### config.mk
export PLATFORM = sky130hd
export DESIGN_NAME = mem_stage_access_ctrl
export DESIGN_NICKNAME = d
export VERILOG_FILES = /design/src/rtl/mem_stage_access_ctrl.sv
export SDC_FILE = /design/constraint.sdc
export NUM_CORES = 1
export LEC_CHECK = 0
export ABC_AREA = 0
export CAP_MARGIN = 0
export CORE_AREA = 10 10 146 201
export DETAILED_ROUTE_END_ITERATION = 16
export DIE_AREA = 0 0 156 211
export GPL_TIMING_DRIVEN = 0
export PLACE_DENSITY_LB_ADDON = 0.3
export SLEW_MARGIN = 15
export SYNTH_ARGS = -nofsm -noshare
export SYNTH_HDL_FRONTEND = slang
export SYNTH_SLANG_ARGS = --single-unit
### constraint.sdc
create_clock -name clk -period 1.45 [get_ports clk]
set_input_delay 0.29 -clock clk [delete_from_list [all_inputs] [get_ports clk]]
set_output_delay 0.29 -clock clk [all_outputs]
set_load 0.01 [all_outputs]
### src/rtl/mem_stage_access_ctrl.sv
`default_nettype none
// ============================================================================
// Module   : mem_stage_access_ctrl
// Brief    : MEM-stage controller. Resolves branches (PCSrc), runs one
//            req/ack data-memory access at a time, stalls the upstream
//            pipeline while an access is in flight, and registers results
//            into MEM/WB (bubbles while stalled).
// Options  : MEM_TIMEOUT_EN - abort an ACCESS after TIMEOUT_CYCLES without
//            ack, return 32'hDEADBEEF as load data and raise sticky mem_err.
// Revision : 1.0 - initial release
// ============================================================================
module mem_stage_access_ctrl #(
  parameter int DATA_W = 32,
`ifdef MEM_TIMEOUT_EN
  parameter int TIMEOUT_CYCLES = 16,
`endif
  parameter int REG_W = 5
) (
  input  logic              clk,
  input  logic              reset,
  // EX/MEM pipeline register outputs
  input  logic              RegWrite_in,
  input  logic              MemtoReg_in,
  input  logic              MemWrite_in,
  input  logic              Branch_in,
  input  logic [DATA_W-1:0] BranchTarget_in,
  input  logic [DATA_W-1:0] ALUResult_in,
  input  logic [DATA_W-1:0] WriteData_in,
  input  logic [REG_W-1:0]  WriteReg_in,
  input  logic              Zero_in,
  // data memory handshake
  output logic              mem_req,
  output logic              mem_we,
  output logic [DATA_W-1:0] mem_addr,
  output logic [DATA_W-1:0] mem_wdata,
  input  logic [DATA_W-1:0] mem_rdata,
  input  logic              mem_ack,
  // pipeline control
  output logic              stall,
  output logic              PCSrc,
  output logic [DATA_W-1:0] BranchTarget_out,
  output logic              misalign,
  // MEM/WB pipeline register
  output logic              RegWrite_out,
  output logic              MemtoReg_out,
  output logic [DATA_W-1:0] ReadData_out,
  output logic [DATA_W-1:0] ALUResult_out,
`ifdef MEM_TIMEOUT_EN
  output logic              mem_err,
`endif
  output logic [REG_W-1:0]  WriteReg_out
);

  typedef enum logic [1:0] {
    S_IDLE   = 2'd0,
    S_ACCESS = 2'd1,
    S_DONE   = 2'd2
  } state_t;

  state_t              state_q, state_d;
  logic                mem_req_q, mem_req_d;
  logic                mem_we_q, mem_we_d;
  logic [DATA_W-1:0]   mem_addr_q, mem_addr_d;
  logic [DATA_W-1:0]   mem_wdata_q, mem_wdata_d;
  logic                misalign_q, misalign_d;
  logic [DATA_W-1:0]   rdbuf_q, rdbuf_d;
  logic                regwrite_q, regwrite_d;
  logic                memtoreg_q, memtoreg_d;
  logic [DATA_W-1:0]   readdata_q, readdata_d;
  logic [DATA_W-1:0]   aluresult_q, aluresult_d;
  logic [REG_W-1:0]    writereg_q, writereg_d;
  logic                stall_w;

`ifdef MEM_TIMEOUT_EN
  logic [7:0]          tmo_cnt_q, tmo_cnt_d;
  logic                mem_err_q, mem_err_d;
`endif

  logic memop_w;
  logic misaligned_w;

  assign memop_w      = MemtoReg_in | MemWrite_in;
  assign misaligned_w = (ALUResult_in[1:0] != 2'b00);

  // Next-state, memory request and MEM/WB next values; MEM/WB defaults to a bubble.
  always_comb begin
    state_d     = state_q;
    mem_req_d   = mem_req_q;
    mem_we_d    = mem_we_q;
    mem_addr_d  = mem_addr_q;
    mem_wdata_d = mem_wdata_q;
    misalign_d  = 1'b0;
    rdbuf_d     = rdbuf_q;
    regwrite_d  = 1'b0;
    memtoreg_d  = 1'b0;
    readdata_d  = '0;
    aluresult_d = '0;
    writereg_d  = '0;
    stall_w     = 1'b0;
`ifdef MEM_TIMEOUT_EN
    tmo_cnt_d   = tmo_cnt_q;
    mem_err_d   = mem_err_q;
`endif

    case (state_q)
      S_IDLE: begin
        if (memop_w) begin
          if (misaligned_w) begin
            // Misaligned access is dropped: no request, retire as a bubble.
            misalign_d = 1'b1;
          end else begin
            stall_w     = 1'b1;
            state_d     = S_ACCESS;
            mem_req_d   = 1'b1;
            mem_we_d    = MemWrite_in;
            mem_addr_d  = ALUResult_in;
            mem_wdata_d = WriteData_in;
`ifdef MEM_TIMEOUT_EN
            tmo_cnt_d   = 8'd0;
`endif
          end
        end else begin
          regwrite_d  = RegWrite_in;
          memtoreg_d  = MemtoReg_in;
          aluresult_d = ALUResult_in;
          writereg_d  = WriteReg_in;
        end
      end

      S_ACCESS: begin
        stall_w = 1'b1;
        if (mem_ack) begin
          mem_req_d = 1'b0;
          state_d   = S_DONE;
          if (!mem_we_q) begin
            rdbuf_d = mem_rdata;
          end
`ifdef MEM_TIMEOUT_EN
        end else if (tmo_cnt_q == 8'(TIMEOUT_CYCLES - 1)) begin
          // Last permitted ACCESS cycle without ack: abandon the request.
          mem_req_d = 1'b0;
          state_d   = S_DONE;
          rdbuf_d   = DATA_W'(32'hDEADBEEF);
          mem_err_d = 1'b1;
        end else begin
          tmo_cnt_d = tmo_cnt_q + 8'd1;
`endif
        end
      end

      S_DONE: begin
        // EX/MEM still holds the memop here; retire it into MEM/WB.
        state_d     = S_IDLE;
        regwrite_d  = RegWrite_in;
        memtoreg_d  = MemtoReg_in;
        aluresult_d = ALUResult_in;
        writereg_d  = WriteReg_in;
        readdata_d  = mem_we_q ? '0 : rdbuf_q;
      end

      default: begin
        state_d = S_IDLE;
      end
    endcase
  end

  // State and all registered outputs; synchronous reset drops any pending request.
  always_ff @(posedge clk) begin
    if (reset) begin
      state_q     <= S_IDLE;
      mem_req_q   <= 1'b0;
      mem_we_q    <= 1'b0;
      mem_addr_q  <= '0;
      mem_wdata_q <= '0;
      misalign_q  <= 1'b0;
      rdbuf_q     <= '0;
      regwrite_q  <= 1'b0;
      memtoreg_q  <= 1'b0;
      readdata_q  <= '0;
      aluresult_q <= '0;
      writereg_q  <= '0;
`ifdef MEM_TIMEOUT_EN
      tmo_cnt_q   <= 8'd0;
      mem_err_q   <= 1'b0;
`endif
    end else begin
      state_q     <= state_d;
      mem_req_q   <= mem_req_d;
      mem_we_q    <= mem_we_d;
      mem_addr_q  <= mem_addr_d;
      mem_wdata_q <= mem_wdata_d;
      misalign_q  <= misalign_d;
      rdbuf_q     <= rdbuf_d;
      regwrite_q  <= regwrite_d;
      memtoreg_q  <= memtoreg_d;
      readdata_q  <= readdata_d;
      aluresult_q <= aluresult_d;
      writereg_q  <= writereg_d;
`ifdef MEM_TIMEOUT_EN
      tmo_cnt_q   <= tmo_cnt_d;
      mem_err_q   <= mem_err_d;
`endif
    end
  end

  assign stall            = stall_w;
  assign PCSrc            = Branch_in & Zero_in & (state_q == S_IDLE);
  assign BranchTarget_out = BranchTarget_in;
  assign mem_req          = mem_req_q;
  assign mem_we           = mem_we_q;
  assign mem_addr         = mem_addr_q;
  assign mem_wdata        = mem_wdata_q;
  assign misalign         = misalign_q;
  assign RegWrite_out     = regwrite_q;
  assign MemtoReg_out     = memtoreg_q;
  assign ReadData_out     = readdata_q;
  assign ALUResult_out    = aluresult_q;
  assign WriteReg_out     = writereg_q;
`ifdef MEM_TIMEOUT_EN
  assign mem_err          = mem_err_q;
`endif

endmodule
`default_nettype wire
[Word level (Yosys, flattened, before mapping)]
Cells that the tools add are included.
Word-level totals
  bits in registers: 172
  bits in latches: 0
  bits in writable memories: 0
  memory bits (read-only): 0
  input bits: 141
  output and inout bits: 172
  logic and storage cells: 54
  memories: 0
Operators by class
  $add $sub $neg: 0
  multiply operators: 0
  div/mod/pow operators: 0
  order comparisons: 0
  eq/ne operators: 5
  shift-type cells: 0
  multiplexer cells: 20
  bitwise operators: 8
  reduce and logical (&&, ||, !) cells: 9
Operators with widths (count)
  case mux 32 bit (2 select lines): 1
  two-way mux 32 bit: 1
  case mux 5 bit (2 select lines): 1
  AND reduction 3 bit: 3
  two-way mux 1 bit: 8
  case mux 1 bit (2 select lines): 4
  two-way mux 2 bit: 3
  != test 2 bit, second input constant: 3
  OR reduction 3 bit: 2
  two-way mux 5 bit: 1
  NOT 1 bit: 5
  case mux 2 bit (2 select lines): 1
  AND reduction 4 bit: 1
  nonzero test 2 bit: 2
  bitwise AND 1 bit: 2
  == test 2 x 1 -> 1 bit, second input constant: 1
  == test 2 bit, second input constant: 1
  logical NOT 2 bit: 1
  OR 1 bit: 1

[Depth between registers and ports, before layout]
  word-level depth: 4
  depth in mapped cells: 6
  depth with buffers taken out: 3

[Least setup slack after synthesis]
No wires, ideal clock.
  path kind: register to output
  from: register state_q[1]
  to: output port stall
  arrival time: 1.118 ns
  required time: 1.160 ns
  path slack: 0.042 ns
  stages on the path, launching flop included: 5
  path buffers: 1
  cells stage by stage: dfxtp_1 > o21bai_2 > nor4_4 > buf_6 > or2_1
On the way
  cells in the longest elaborated chain, start to end: 2
  elaborated cells between the ends (all ways): 3
  those cells by class: eq/ne: 1; mux: 1; reduce/logical: 1
RTL lines
  start: declaration: RTL line 60  | state_t state_q, state_d;
  start signal: assignment: RTL line 187  | state_q <= state_d;
  == test 2 x 1 -> 1 bit / logical NOT 2 bit (equally long branches): RTL line 105  | case (state_q)
  case mux 1 bit (2 select lines) *: RTL line 105
  end: declaration: RTL line 39  | output logic stall,
Mark *: on every way between the ends. The rest lies on a longest branch, timed or not.

[Worst setup path in the final report]
  from: input port ALUResult_in[1]
  to: output port stall
On the way
  cells in the longest elaborated chain, start to end: 4
RTL lines
  start: declaration: RTL line 27  | input logic [DATA_W-1:0] ALUResult_in,
  nonzero test 2 bit: RTL line 83  | assign misaligned_w = (ALUResult_in[1:0] != 2'b00);
  two-way mux 1 bit: RTL line 108  | if (misaligned_w) begin
  two-way mux 1 bit: RTL line 107  | if (memop_w) begin
  case mux 1 bit (2 select lines): RTL line 105
No other way between the ends.

==> metrics.md <==
| Metric | Value |
|---|---|
| Worst-margin pin slew | `0.3554 ns` |
| Largest net degree at the start of global routing | `17` |
| Via count | `5220` |
| First DRT Iteration DRCs | `114` |
| Seq/Total Area, Yosys | `54.57%` |
| Initial Utilization | `24.78%` |
| Fin. Hold Viols | `0` |
| Final Max Tran Viols | `0` |
| Fin worst setup slack | `-0.4030 ns` |
| Post-CTS Hold Buffers | `0` |
| Syn Inst Count | `622` |
| Tcrit/Tclk final | `127.8%` |
| Final Cell Area | `10530 um2` |
| PortBufs | `280` |
| H-tree depth | `4` |
| CP startpoint kind | `input port` |
| Clk slew on worst S/H paths | `0.06 ns` |
| Area grow syn2layout | `66.85%` |
| Path category of the worst min-delay check | `input port to register` |
| Synth warn | `0` |
| Logic pwr share | `13.0%` |
| CP arrival | `1.56 ns` |
| Per-cell routed wire length | `17.50 um` |
| Die X-Extent | `156 um` |
| Clk_lat worst skew | `0.43 ns` |
| FP Rows | `69` |
| Sw frac | `23.22%` |
| PwrDens | `1016 nW/um2` |
| I/O pins | `313` |
| Final Power | `10700 uW` |
| Initial antenna violation count | `2` |
| Core ar. | `25470 um2` |
| Crit Path Max Fanout | `3` |
| CTS tree | `built` |
| Gpl congestion | `0.7286` |
| Period minus WS final | `1.853 ns` |
| CTS Root Cell | `clkbuf_16` |
| Internal power | `8216 uW` |
| Worst IR Drop VDD | `0.7442 mV` |
| Sequential power share | `46.0%` |
| Dpl ws | `-1.169 ns` |
| Grt total ovfl | `0` |
| GR Util met2 | `24.07%` |
| TritonCTS Sinks | `172` |
| Post-Syn Nets | `763` |
| Mapped Area | `6310 um2` |
| Flops & latches, synth | `172` |
| Placed Area | `9512 um2` |
| P_sw | `2485 uW` |
| Leak | `0.004629 uW` |
| M3 GR Usage | `6.072%` |
| Syn Area/Cell | `10.14 um2` |
| Status | `complete, but fails checks` |
| Cell variety after synth | `24` |
| # DRC | `0` |
| GRT Overall Usage | `13.34%` |
| Setup violations, final | `65` |
| Antenna Nets Post-Route | `0` |
| First-pass GRT wire length | `33510 um` |
| RSZ-0062 raised after global routing | `yes` |
| Final WL | `22300 um` |
| Power share of the clock group | `41.0%` |
| Number of global-route vias before repair | `5663` |
| Met1 global-route usage | `13.23%` |
| Final #Nets | `1084` |
| Die Area | `32920 um2` |
| Vias per cell | `4.097` |
| TritonCTS Buffers | `17` |
| Reg-to-reg slack, setup | `-0.16 ns` |
| Crit Path Category | `input port to output pin` |
| CP endpoint kind | `output pin` |
| FMAX | `539.7 MHz` |
| Failing checks | `negative setup slack` |
| Most Used Layer, Global Route | `met2` |
| CP required | `1.16 ns` |
| Dpl hpwl | `16980 um` |
| Relative slew slack | `76.31%` |
| DR pass1 iterations | `4` |
| Die H | `211 um` |
| Share of layout cells above drive strength 1 | `15.53%` |
| Clock Skews | `0.006448 ns` |
| Longest Clk Path Bufs | `2` |
| Max Cap Viol | `0` |
[placed cells by master (no fill, tap or decap), types with 2 or more instances in the layout]
master | synthesis | routed
dfxtp_1 | 172 | 169
clkdlybuf4s50_1 | 0 | 138
dlygate4sd2_1 | 0 | 135
nand2b_1 | 126 | 126
and2_1 | 70 | 70
nand2_1 | 67 | 66
mux2i_1 | 63 | 62
buf_4 | 36 | 47
clkbuf_16 | 0 | 20
a21oi_1 | 33 | 17
a21oi_2 | 0 | 16
buf_6 | 3 | 13
clkbuf_2 | 2 | 10
clkbuf_1 | 26 | 6
clkbuf_8 | 0 | 6
clkbuf_4 | 0 | 5
buf_12 | 0 | 5
buf_8 | 0 | 5
clkdlybuf4s15_1 | 0 | 3
diode_2 | 0 | 2
nor2b_1 | 2 | 2
nor2_1 | 2 | 2
nor3b_1 | 3 | 2
clkinvlp_4 | 0 | 2
clkinv_2 | 0 | 2
buf_16 | 0 | 2
dlymetal6s2s_1 | 0 | 2
dfxtp_4 | 0 | 2
[path summary, 6_finish.rpt]
path | from | end | cells after the start
setup / recovery | ALUResult_in[1] | stall | 5
hold / removal | MemtoReg_in | MemtoReg_out | 3
setup reg to reg | state_q[0] | mem_wdata[7] | 8
hold reg to reg | rdbuf_q[31] | rdbuf_q[31] | 2
[power by group through the flow]
stage               clock (uW)  combinational, uW  sequential, uW
floorplan                    0                467            5090
global placement             0               1330            5030
detailed placement           0               1340            5030
CTS                       4570               1360            4920
global route              4740               1500            4940
finish                    4390               1390            4920
[synth_stat cells, drive strengths merged]
cell type | n | area (um2)
nor2b | 2 | 12.51
nor4 | 2 | 27.53
nor4bb | 1 | 10.01
nor4b | 1 | 15.01
nand2 | 67 | 251.5
nand2b | 126 | 788.3
o21ba | 1 | 10.01
clkbuf | 28 | 107.6
nand4bb | 1 | 11.26
o21a | 1 | 7.510
nor3 | 2 | 10.01
or2 | 1 | 6.260
a21oi | 33 | 165.2
and2 | 70 | 437.9
mux2i | 63 | 630.6
buf | 45 | 334.1
o21bai | 1 | 11.26
dfxtp | 172 | 3443
nor3b | 3 | 22.52
nor2 | 2 | 7.510
[state kept, by name (all words and copies together), names as in the netlist]
signal / count
WriteReg_out: 5
state_q: 2
mem_wdata: 32
RegWrite_out: 1
ReadData_out: 32
ALUResult_out: 32
mem_addr: 32
rdbuf_q: 32
mem_we: 1
MemtoReg_out: 1
misalign: 1
mem_req: 1
[timing repair]
item | CTS | global route
setup buffers | 11 | 7
hold endpoints to repair | 0 | 0
cloned | 2 | 3
endpoints found under the setup margin | 307 | 158
resized for setup | 217 | 57
pin swaps | 3 | 5
[stage by stage]
stage | hold WS, ns | setup TNS, ns | cells | util, %
floorplan | 0.4038 | 0 | 622 | -
global placement | 0.4349 | -114.89 | 1221 | 37.35
detailed placement | 0.4385 | -116.69 | 1221 | 37.35
CTS | 0.3833 | -7.885 | 1262 | 40.14
global route | 0.1880 | -11.50 | 1273 | 41.33
finish | 0.1972 | -4.200 | 1274 | 41.34
[worst max-delay path, cell delays in order]
cell and delay, ns:
clkdlybuf4s50_1 0.51, nor4_4 0.37, buf_6 0.16, or2_1 0.11, buf_6 0.11
[kinds of logic (layout without fill, tap and decap cells)]
logic type / after synthesis / in the layout / synth area share (%)
and+or+nand+nor: 278 / 278 / 25.36
other: 0 / 2 / 0
DFF: 172 / 172 / 54.57
AOI/OAI and AO/OA: 36 / 36 / 3.074
buffers and inverters: 73 / 404 / 7.000
muxes: 63 / 63 / 9.994
[per-layer routing]
metal / vias to the layer above / wire [um]
li1: 2592 / -
met1: 2400 / 8302
met5: - / 13
met4: 2 / 343
met2: 207 / 11750
met3: 19 / 1886
[area by class of cell]
type | count | area [um2]
fill | 2559 | 14940
sequential | 172 | 3452
clock inverter | 6 | 63.81
multi-input combinational | 377 | 2561
buffer | 72 | 603.1
tap | 319 | 399.1
clock buffer | 23 | 488.0
antenna | 2 | 5.005
timing repair buffer | 303 | 2955
Power figures use the tool's default switching activity.
